<file path="config.mk">
export PLATFORM = sky130hd
export DESIGN_NAME = legv8_control_unit
export DESIGN_NICKNAME = d
export VERILOG_FILES = /design/src/rtl/legv8_pkg.sv /design/src/rtl/legv8_cond_eval.sv /design/src/rtl/legv8_control_unit.sv
export SDC_FILE = /design/constraint.sdc
export NUM_CORES = 1
export LEC_CHECK = 0
export CAP_MARGIN = 40
export CELL_PAD_IN_SITES_DETAIL_PLACEMENT = 1
export CELL_PAD_IN_SITES_GLOBAL_PLACEMENT = 2
export CORE_MARGIN = 1
export CORE_UTILIZATION = 32
export CTS_CLUSTER_DIAMETER = 100
export CTS_CLUSTER_SIZE = 40
export DETAILED_ROUTE_END_ITERATION = 7
export DONT_BUFFER_PORTS = 1
export PLACE_DENSITY = 0.86
export SLEW_MARGIN = 20
export SYNTH_ARGS = -nofsm -noshare
export SYNTH_HDL_FRONTEND = slang
export SYNTH_SLANG_ARGS = --single-unit
</file>
<file path="constraint.sdc">
create_clock -name clock -period 6 [get_ports clock]
set_clock_uncertainty 0.05 [all_clocks]
set_input_delay 1.2 -clock clock [delete_from_list [all_inputs] [get_ports clock]]
set_output_delay 1.2 -clock clock [all_outputs]
set_load 0.01 [all_outputs]
</file>
<file path="src/rtl/legv8_pkg.sv">
// LEGv8 multi-cycle control unit: shared encodings.
// States, opcodes, ALU function codes and ControlWord layout.
package legv8_pkg;

  typedef enum logic [1:0] {
    FETCH   = 2'b00,
    EXECUTE = 2'b01,
    HALT    = 2'b11
  } state_t;

  localparam logic [10:0] OP_ADD  = 11'b10001011000;
  localparam logic [10:0] OP_SUB  = 11'b11001011000;
  localparam logic [10:0] OP_AND  = 11'b10001010000;
  localparam logic [10:0] OP_ORR  = 11'b10101010000;
  localparam logic [10:0] OP_ADDS = 11'b10101011000;
  localparam logic [10:0] OP_SUBS = 11'b11101011000;
  localparam logic [10:0] OP_LDUR = 11'b11111000010;
  localparam logic [10:0] OP_STUR = 11'b11111000000;
  localparam logic [9:0]  OP_ADDI = 10'b1001000100;
  localparam logic [9:0]  OP_SUBI = 10'b1101000100;
  localparam logic [5:0]  OP_B    = 6'b000101;
  localparam logic [7:0]  OP_CBZ  = 8'b10110100;
  localparam logic [7:0]  OP_BC   = 8'b01010100;

  localparam logic [4:0] FS_AND   = 5'b00000;
  localparam logic [4:0] FS_ORR   = 5'b00100;
  localparam logic [4:0] FS_ADD   = 5'b01000;
  localparam logic [4:0] FS_SUB   = 5'b01001;
  localparam logic [4:0] FS_PASSA = 5'b01100;

  localparam logic [1:0] SZ_BYTE   = 2'b00;
  localparam logic [1:0] SZ_HALF   = 2'b01;
  localparam logic [1:0] SZ_WORD   = 2'b10;
  localparam logic [1:0] SZ_DOUBLE = 2'b11;

  localparam logic [1:0] DS_ALU = 2'b00;
  localparam logic [1:0] DS_REG = 2'b01;
  localparam logic [1:0] DS_MEM = 2'b11;

  localparam logic [1:0] PS_HOLD = 2'b00;
  localparam logic [1:0] PS_INC  = 2'b01;
  localparam logic [1:0] PS_BR   = 2'b10;

  // Bit offsets of each ControlWord field (LSB of the field).
  localparam int CW_AS    = 33;
  localparam int CW_DS    = 31;
  localparam int CW_PS    = 29;
  localparam int CW_PCSEL = 28;
  localparam int CW_BSEL  = 27;
  localparam int CW_IL    = 26;
  localparam int CW_SL    = 25;
  localparam int CW_FS    = 20;
  localparam int CW_C0    = 19;
  localparam int CW_SIZE  = 17;
  localparam int CW_MW    = 16;
  localparam int CW_RW    = 15;
  localparam int CW_DA    = 10;
  localparam int CW_SA    = 5;
  localparam int CW_SB    = 0;
  localparam int CW_W     = 34;

endpackage

</file>
<file path="src/rtl/legv8_cond_eval.sv">
// B.cond evaluator: maps cond[3:0] and {V,C,N,Z} to a taken bit.
// Odd codes invert the even base test, except 1111 which is always.
module legv8_cond_eval (
  input  logic [3:0] i_cond,
  input  logic [3:0] i_flags,
  output logic       o_taken
);

  logic w_v, w_c, w_n, w_z;
  logic w_base;

  assign w_v = i_flags[3];
  assign w_c = i_flags[2];
  assign w_n = i_flags[1];
  assign w_z = i_flags[0];

  always_comb begin
    w_base = 1'b1;
    unique case (i_cond[3:1])
      3'b000: w_base = w_z;
      3'b001: w_base = w_c;
      3'b010: w_base = w_n;
      3'b011: w_base = w_v;
      3'b100: w_base = w_c & ~w_z;
      3'b101: w_base = (w_n == w_v);
      3'b110: w_base = ~w_z & (w_n == w_v);
      3'b111: w_base = 1'b1;
    endcase
  end

  assign o_taken = (i_cond[3:1] == 3'b111) ? 1'b1
                                           : (w_base ^ i_cond[0]);

endmodule

</file>
<file path="src/rtl/legv8_control_unit.sv">
// LEGv8 two-cycle control unit: FETCH loads IR, EXECUTE decodes it.
// Undefined opcodes park the FSM in HALT with an all-zero word.
module legv8_control_unit
  import legv8_pkg::*;
#(
  parameter state_t RESET_STATE = FETCH
) (
  input  logic        clock,
  input  logic        reset,
  input  logic [31:0] IR_out,
  input  logic [4:0]  status,
  output logic [33:0] ControlWord,
  output logic [63:0] constant,
  output logic [1:0]  state,
  output logic [15:0] instr_count
);

  state_t      r_state;
  state_t      w_next;
  logic [15:0] r_count;
  logic [33:0] w_cw;
  logic [63:0] w_const;
  logic        w_retire;

  logic [10:0] w_op11;
  logic [4:0]  w_rd, w_rn, w_rm;
  logic        w_rtype, w_itype, w_isub;
  logic        w_ldur, w_stur, w_b, w_cbz, w_bc;
  logic [4:0]  w_rfs;
  logic        w_rc0, w_rsl;
  logic        w_taken;

  assign w_op11 = IR_out[31:21];
  assign w_rd   = IR_out[4:0];
  assign w_rn   = IR_out[9:5];
  assign w_rm   = IR_out[20:16];

  assign w_itype = (IR_out[31:22] == OP_ADDI) |
                   (IR_out[31:22] == OP_SUBI);
  assign w_isub  = (IR_out[31:22] == OP_SUBI);
  assign w_ldur  = (w_op11 == OP_LDUR);
  assign w_stur  = (w_op11 == OP_STUR);
  assign w_b     = (IR_out[31:26] == OP_B);
  assign w_cbz   = (IR_out[31:24] == OP_CBZ);
  assign w_bc    = (IR_out[31:24] == OP_BC);

  always_comb begin
    w_rtype = 1'b1;
    w_rfs   = FS_ADD;
    w_rc0   = 1'b0;
    w_rsl   = 1'b0;
    unique case (w_op11)
      OP_ADD:  ;
      OP_SUB:  begin w_rfs = FS_SUB; w_rc0 = 1'b1; end
      OP_AND:  w_rfs = FS_AND;
      OP_ORR:  w_rfs = FS_ORR;
      OP_ADDS: w_rsl = 1'b1;
      OP_SUBS: begin
        w_rfs = FS_SUB;
        w_rc0 = 1'b1;
        w_rsl = 1'b1;
      end
      default: w_rtype = 1'b0;
    endcase
  end

  legv8_cond_eval u_cond (
    .i_cond  (IR_out[3:0]),
    .i_flags (status[4:1]),
    .o_taken (w_taken)
  );

  always_comb begin
    w_cw     = '0;
    w_const  = '0;
    w_next   = r_state;
    w_retire = 1'b0;
    unique case (r_state)
      FETCH: begin
        w_cw[CW_AS]        = 1'b1;
        w_cw[CW_DS +: 2]   = DS_MEM;
        w_cw[CW_IL]        = 1'b1;
        w_cw[CW_SIZE +: 2] = SZ_WORD;
        w_next             = EXECUTE;
      end
      EXECUTE: begin
        w_next   = FETCH;
        w_retire = 1'b1;
        unique case (1'b1)
          w_rtype: begin
            w_cw[CW_PS +: 2] = PS_INC;
            w_cw[CW_DS +: 2] = DS_ALU;
            w_cw[CW_RW]      = 1'b1;
            w_cw[CW_SL]      = w_rsl;
            w_cw[CW_FS +: 5] = w_rfs;
            w_cw[CW_C0]      = w_rc0;
            w_cw[CW_DA +: 5] = w_rd;
            w_cw[CW_SA +: 5] = w_rn;
            w_cw[CW_SB +: 5] = w_rm;
          end
          w_itype: begin
            w_cw[CW_PS +: 2] = PS_INC;
            w_cw[CW_DS +: 2] = DS_ALU;
            w_cw[CW_RW]      = 1'b1;
            w_cw[CW_BSEL]    = 1'b1;
            w_cw[CW_FS +: 5] = w_isub ? FS_SUB : FS_ADD;
            w_cw[CW_C0]      = w_isub;
            w_cw[CW_DA +: 5] = w_rd;
            w_cw[CW_SA +: 5] = w_rn;
            w_cw[CW_SB +: 5] = w_rm;
            w_const          = {52'd0, IR_out[21:10]};
          end
          w_ldur: begin
            w_cw[CW_PS +: 2]   = PS_INC;
            w_cw[CW_DS +: 2]   = DS_MEM;
            w_cw[CW_BSEL]      = 1'b1;
            w_cw[CW_FS +: 5]   = FS_ADD;
            w_cw[CW_SIZE +: 2] = SZ_DOUBLE;
            w_cw[CW_RW]        = 1'b1;
            w_cw[CW_DA +: 5]   = w_rd;
            w_cw[CW_SA +: 5]   = w_rn;
            w_const = {{55{IR_out[20]}}, IR_out[20:12]};
          end
          w_stur: begin
            w_cw[CW_PS +: 2]   = PS_INC;
            w_cw[CW_DS +: 2]   = DS_REG;
            w_cw[CW_BSEL]      = 1'b1;
            w_cw[CW_FS +: 5]   = FS_ADD;
            w_cw[CW_SIZE +: 2] = SZ_DOUBLE;
            w_cw[CW_MW]        = 1'b1;
            w_cw[CW_SA +: 5]   = w_rn;
            w_cw[CW_SB +: 5]   = w_rd;
            w_const = {{55{IR_out[20]}}, IR_out[20:12]};
          end
          w_b: begin
            w_cw[CW_PS +: 2] = PS_BR;
            w_cw[CW_PCSEL]   = 1'b0;
            w_const = {{36{IR_out[25]}}, IR_out[25:0], 2'b00};
          end
          w_cbz: begin
            w_cw[CW_PS +: 2] = status[0] ? PS_BR : PS_INC;
            w_cw[CW_FS +: 5] = FS_PASSA;
            w_cw[CW_SA +: 5] = w_rd;
            w_const = {{43{IR_out[23]}}, IR_out[23:5], 2'b00};
          end
          w_bc: begin
            w_cw[CW_PS +: 2] = w_taken ? PS_BR : PS_INC;
            w_const = {{43{IR_out[23]}}, IR_out[23:5], 2'b00};
          end
          default: begin
            w_next   = HALT;
            w_retire = 1'b0;
          end
        endcase
      end
      HALT: w_next = HALT;
      default: w_next = FETCH;
    endcase
  end

  always_ff @(posedge clock or posedge reset) begin
    if (reset) begin
      r_state <= RESET_STATE;
      r_count <= '0;
    end else begin
      r_state <= w_next;
      if (w_retire)
        r_count <= r_count + 16'd1;
    end
  end

  assign ControlWord = w_cw;
  assign constant    = w_const;
  assign state       = r_state;
  assign instr_count = r_count;

endmodule

</file>
==> reports/summary.txt <==
Outcome -> complete, no violations
Async SR Flop Fraction -> 100%
Die Area -> 7650 um^2
Setup tns final -> 0 ns
I/O Buffers -> 0
Initial DRT Pass Iterations -> 4
Via density per instance -> 5.99
FP Rows -> 30
R2R Setup Slk -> 3.94 ns
# clock sinks -> 18
Final period utilization -> 80.5%
First-pass GRT wire length -> 11.8 mm
Num CTS Buffers -> 3
Final Setup Violations -> 0
Die width -> 87.5 um
DRC -> 0
Max FO, Critical Path -> 24
Vias in the first global route -> 2178
Max incr delay on CP -> 0.58 ns
Hold Fails Final Rpt -> 0
Worst skew pair latency -> 0.26 ns
Worst-path clk slew -> 0.07 ns
Initial Util -> 33.8%
Data arrival, critical path -> 3.58 ns
GRT overflow -> 0
DP HPWL -> 5.64 mm
Post-synth EDFFs -> 0
Worst Path Required -> 4.75 ns
Hold wc startpoint -> instr_count[15]
Die height -> 87.5 um
Initial antenna violation count -> 0
Max Cap Viol -> 0
Final Max Tran Viols -> 0
Routed len/inst -> 20.7 um
Max stage delay cell, worst path -> or4b_1
Seq cells post-synth -> 18
RSZ-0062 raised after global routing -> no
Hold_buf cts -> 0
# IOs -> 155
Leakage -> 0.000708 uW
Remaining antenna violation count after routing -> 0
Endpoint class of the critical path -> output pin
CP cell instances -> or4b_1, nor4_4, buf_4, nor2_1, a21o_1, buf_4, a21oi_4, buf_4
Synthesized cell area -> 2340 um^2
Routed WL -> 7.53 mm
Fin area -> 2240 um^2
Period minus WS final -> 4.83 ns
Total GRT Usage -> 19.3%
Synthesized instance count -> 313
Synth Warn # -> 0
Rel. slew slack -> 53.3%
Area Growth Syn to Fin -> -4.02%
Syn_area_per_cell -> 7.47 um^2
PD cells -> 124 nW/um^2
WS Path Type -> in2out
Hold Path Stages -> 1
CTS resizes -> 0
FF-to-FF Start -> instr_count[0]
Nets -> 309
Endpoint, Worst Hold -> instr_count[15]
R2r worst-path depth -> 5
Class of the worst hold path -> reg2reg
CP most frequent cell -> buf_4
Clock Tree Root -> clkbuf_8
Cell area after placement -> 2190 um^2
Share of layout cells above drive strength 1 -> 11.2%
ANT cells -> 0
Top FF cell, synth -> dfrtp_1
GP Congestion -> 0.819
Achievable Freq -> 0.207 GHz
CP Launch Type -> input pin
# fillers -> 855
Post-CTS Setup Inserts -> 0
CTS tree -> done
Worst VDD drop -> 0.0711 mV
Distinct cell type count after synthesis -> 54
Worst-margin pin slew -> 0.699 ns
DRT iter0 DRCs -> 111
Largest net degree at the start of global routing -> 29
CTS max path bufs -> 2
Core area -> 6910 um^2
H-tree depth -> 1
Register area share after synthesis -> 19.3%
Via Count -> 2181
Worst R2R End -> instr_count[15]
[logic make-up after synthesis]
logic type | after synthesis | synth area share [%]
compound gates | 96 | 28.6
fa+ha+maj | 1 | 0.535
other cells | 1 | 0.160
flops | 18 | 19.3
xor+xnor | 16 | 6.00
simple gates | 114 | 27.4
mux | 2 | 0.910
buf+inv | 65 | 17.1
[stage by stage]
stage          power [uW]  hold slack, ns  setup WS (ns)  util (%)  instances
6_report              278           0.502           1.17      32.5        364
5_1_grt               293           0.522          0.998      32.5        364
4_1_cts               282           0.514           1.17      32.5        364
3_5_place_dp          180           0.502           1.18      31.7        360
3_3_place_gp          179           0.473           1.25      31.7        360
2_1_floorplan         173           0.454          0.386         -        315
[Yosys cell counts (all sizes together), types with 4 or more instances]
cell type  count  share of area [%]
nor2          27                4.3
a22oi         23                7.4
xor2          14                5.2
a22o           5                1.9
nand4          4                1.1
nand2         28                4.5
inv            4               0.64
a2111oi        5                3.7
nor2b          4                1.1
nor4b          4                1.8
dfrtp         18                 19
o21ai          4               0.86
a21oi         46                 10
nand2b         5                1.3
and2           6                1.6
nand3          5                1.1
clkbuf        16                2.6
buf           45                 14
nor3          10                2.6
[worst max-delay path: cells and delay by family]
kind,cells,cell delay [ns]
compound gates,2,0.36
buf+inv,3,0.91
simple gates,3,1.09
[layout make-up]
type                            count  area [um^2]  share of cell area (%)
Multi-Input combinational cell    232         1520                    67.5
Tap cell                           96          120                    5.35
Sequential cell                    18          450                    20.1
Inverter                            4         15.0                   0.669
Timing Repair Buffer               10         87.6                    3.90
Clock buffer                        4         55.1                    2.45
[report_power, final]
| group | internal (uW) | total, uW | switching (uW) |
|---|---|---|---|
| sequential | 126 | 136 | 10.4 |
| combinational | 13.7 | 41.3 | 27.6 |
| clock | 58.4 | 100 | 42.0 |
| total | 198 | 278 | 80.0 |
[state kept, by name, summed over array words and instances (netlist names)]
| signal | cells |
|---|---|
| instr_count | 16 |
| state | 2 |
[per-layer routing]
metal	wire length (um)	part of all wire, %	vias up	track usage [%]
li1	-	-	1002	-
met1	3270	43	1066	25.7
met2	3540	47	107	31.6
met3	660	8.8	6	5.40
met4	59	0.78	0	2.98
met5	0	0	-	0
[how the worst max path moves through the flow]
stage	depth (start not counted)	start	slack (ns)	endpoint
floorplan	6	IR_out[21]	0.39	constant[28]
global placement	9	IR_out[31]	1.25	constant[34]
detailed placement	8	IR_out[21]	1.18	constant[34]
CTS	8	IR_out[21]	1.17	constant[34]
global route	8	IR_out[21]	1.0	constant[32]
finish	8	IR_out[21]	1.17	constant[43]
[cell usage in the layout, fill, tap and decap left out, types with 2 or more instances in the layout]
cell,n
clkbuf_8,4
a211oi_2,2
conb_1,3
or3_1,2
nor3_2,2
nand3_1,5
buf_4,9
nor2_1,27
a31oi_1,2
xnor2_1,2
nand4b_1,2
a2111oi_2,4
a21o_1,2
and4_1,2
a221oi_1,3
nand3b_1,3
a21oi_1,44
a22oi_1,23
nor4_4,2
o21ai_0,2
nor4b_1,3
nor2b_1,4
and2_1,6
inv_1,4
nor3_1,8
nand2_1,28
a22o_1,5
nand2b_1,5
o21ai_1,2
or4_1,2
xor2_1,14
nand4_1,4
dfrtp_1,18
(Power assumes the default switching activity.)
==> variant (same flow settings) <==
Set the package constant `CW_SA` to 6 (it was 5).
--- a/src/rtl/legv8_pkg.sv
+++ b/src/rtl/legv8_pkg.sv
@@ -55,7 +55,7 @@
   localparam int CW_MW    = 16;
   localparam int CW_RW    = 15;
   localparam int CW_DA    = 10;
-  localparam int CW_SA    = 5;
+  localparam int CW_SA    = 6;
   localparam int CW_SB    = 0;
   localparam int CW_W     = 34;
 
Formal check against the unedited RTL: not equivalent (Yosys sat finds a counterexample within 4 cycles, from zero or initial values and one cycle with reset high).
==> variant against the original RTL <==
The flow now finishes with violations (design-rule violations); largest cell class unchanged; maximum frequency shrank 2.0%; die area fell by 7.8%; synthesized area is 8.0% lower; via count down 8.4%; routed wire length fell by 12%; largest power group unchanged; sequential power fell by 4%; worst hold slack worse by 0.016 ns; power down 5.3%; worst setup slack worse by 0.097 ns; cell area decreased by 9.0%; sequential cell count did not move.
==> variant: results (changes against the original RTL) <==
----------------------------------------------------
[Logic synthesis]
  Unique masters post-synth ... 51 (was 54)
  Fraction of the mapped netlist area in adder cells ... 0.5821% (was 0.5353%)
  Synth Area in Compound Gates ... 27.88% (was 28.64%)
  Sequential-to-total area share from yosys stat ... 20.95% (was 19.27%)
  Mux cell area share after synthesis ... 0.5239% (was 0.9101%)
  Top post-synthesis cells by count ... sky130_fd_sc_hd__buf_4, sky130_fd_sc_hd__a21oi_1, sky130_fd_sc_hd__nand2_1, sky130_fd_sc_hd__nor2_1, sky130_fd_sc_hd__dfrtp_1 (was sky130_fd_sc_hd__a21oi_1, sky130_fd_sc_hd__buf_4, sky130_fd_sc_hd__nand2_1, sky130_fd_sc_hd__nor2_1, sky130_fd_sc_hd__a22oi_1)

[Placement]
  DP HPWL ... 5301 microns (was 5644 microns)
  Routability congestion estimate ... 0.8456 (was 0.8186)
  Placed Instance Area ... 1974 sq um (was 2188 sq um)

[Setup path]
  Number of cell instances on the worst register-to-register path ... 6 (was 5)
  Critical Path Sink ... constant[46] (was constant[43])
  Crit-path leading delay family ... buffers and inverters (was simple AND/OR/NAND/NOR gates)
  Crit path launch ... IR_out[31] (was IR_out[21])
  Slowest stage cell, crit path ... sky130_fd_sc_hd__buf_4 (was sky130_fd_sc_hd__or4b_1)
  Worst R2R Setup Slack ... 4.05 ns (was 3.94 ns)
  Stage delay of the slowest cell on the critical path ... 0.43 ns (was 0.58 ns)

[Final layout]
  Comb_multi_in ... 209 (was 232)
  Fillcell total ... 784 (was 855)
  Layout cells sized above 1 ... 9.426% (was 11.19%)
  Layout Utilization ... 31.77% (was 32.48%)
  Seq Cell Count ... 18 (unchanged)
  Multi-input gate share of the layout cell area ... 65.67% (was 67.54%)
  Non-Clock Buffer Area Fraction ... 3.740% (was 3.904%)
  Number of signal-net inverters in the final layout ... 6 (was 4)
  Layout Nets ... 285 (was 309)

[STA]
  Worst slack on hold paths ... 0.4859 ns (was 0.5023 ns)
  Final worst path period need ... 4.925 ns (was 4.828 ns)
  Least-Margin Pin Slew ... 0.8423 ns (was 0.6990 ns)

[Route]
  Vias post-DR ... 1998 (was 2181)
  Number of design rule violations left after detail routing ... 11 (was 0)

[Status]
  Violations in the final reports ... design-rule violations
  Outcome ... complete, but fails checks (was complete, no violations)

[Power and ir drop]
  Leakage component of the power ... 0.0006319 uW (was 0.0007083 uW)
  Switching share of power ... 25.87% (was 28.79%)

[Global routing]
  Number of global-route vias before repair ... 2003 (was 2178)
  Global-route wire length before repair ... 10640 microns (was 11780 microns)

[Die]
  Cell Rows ... 29 (was 30)

----------------------------------------------------
-- variant: cell types whose count changed after synthesis, moves of 4 or more --
cell and change:
sky130_fd_sc_hd__nand3_1 +4, sky130_fd_sc_hd__a21oi_1 -10, sky130_fd_sc_hd__xnor2_1 +11, sky130_fd_sc_hd__a22oi_1 -9
sky130_fd_sc_hd__a222oi_1 +10, sky130_fd_sc_hd__nor3_1 -4, sky130_fd_sc_hd__a2111oi_2 -4, sky130_fd_sc_hd__xor2_1 -11
-- variant: power by group through the flow --
| stage | registers [uW] | clock network (uW) | logic, uW |
|---|---|---|---|
| after detailed placement | 133 | 0 | 32.9 |
| after global routing | 132 | 103 | 38.6 |
| after floorplan | 131 | 0 | 30.0 |
| after CTS | 131 | 101 | 33.1 |
| final | 131 | 97.9 | 34.4 |
| after global placement | 133 | 0 | 31.7 |
-- variant: layer usage --
layer	vias to the layer above	GRT usage, %	routed length [microns]
li1	908	-	-
met5	-	0	0
met1	978	21.95	2616
met4	0	5.643	91
met3	7	4.748	494
met2	105	32.64	3396
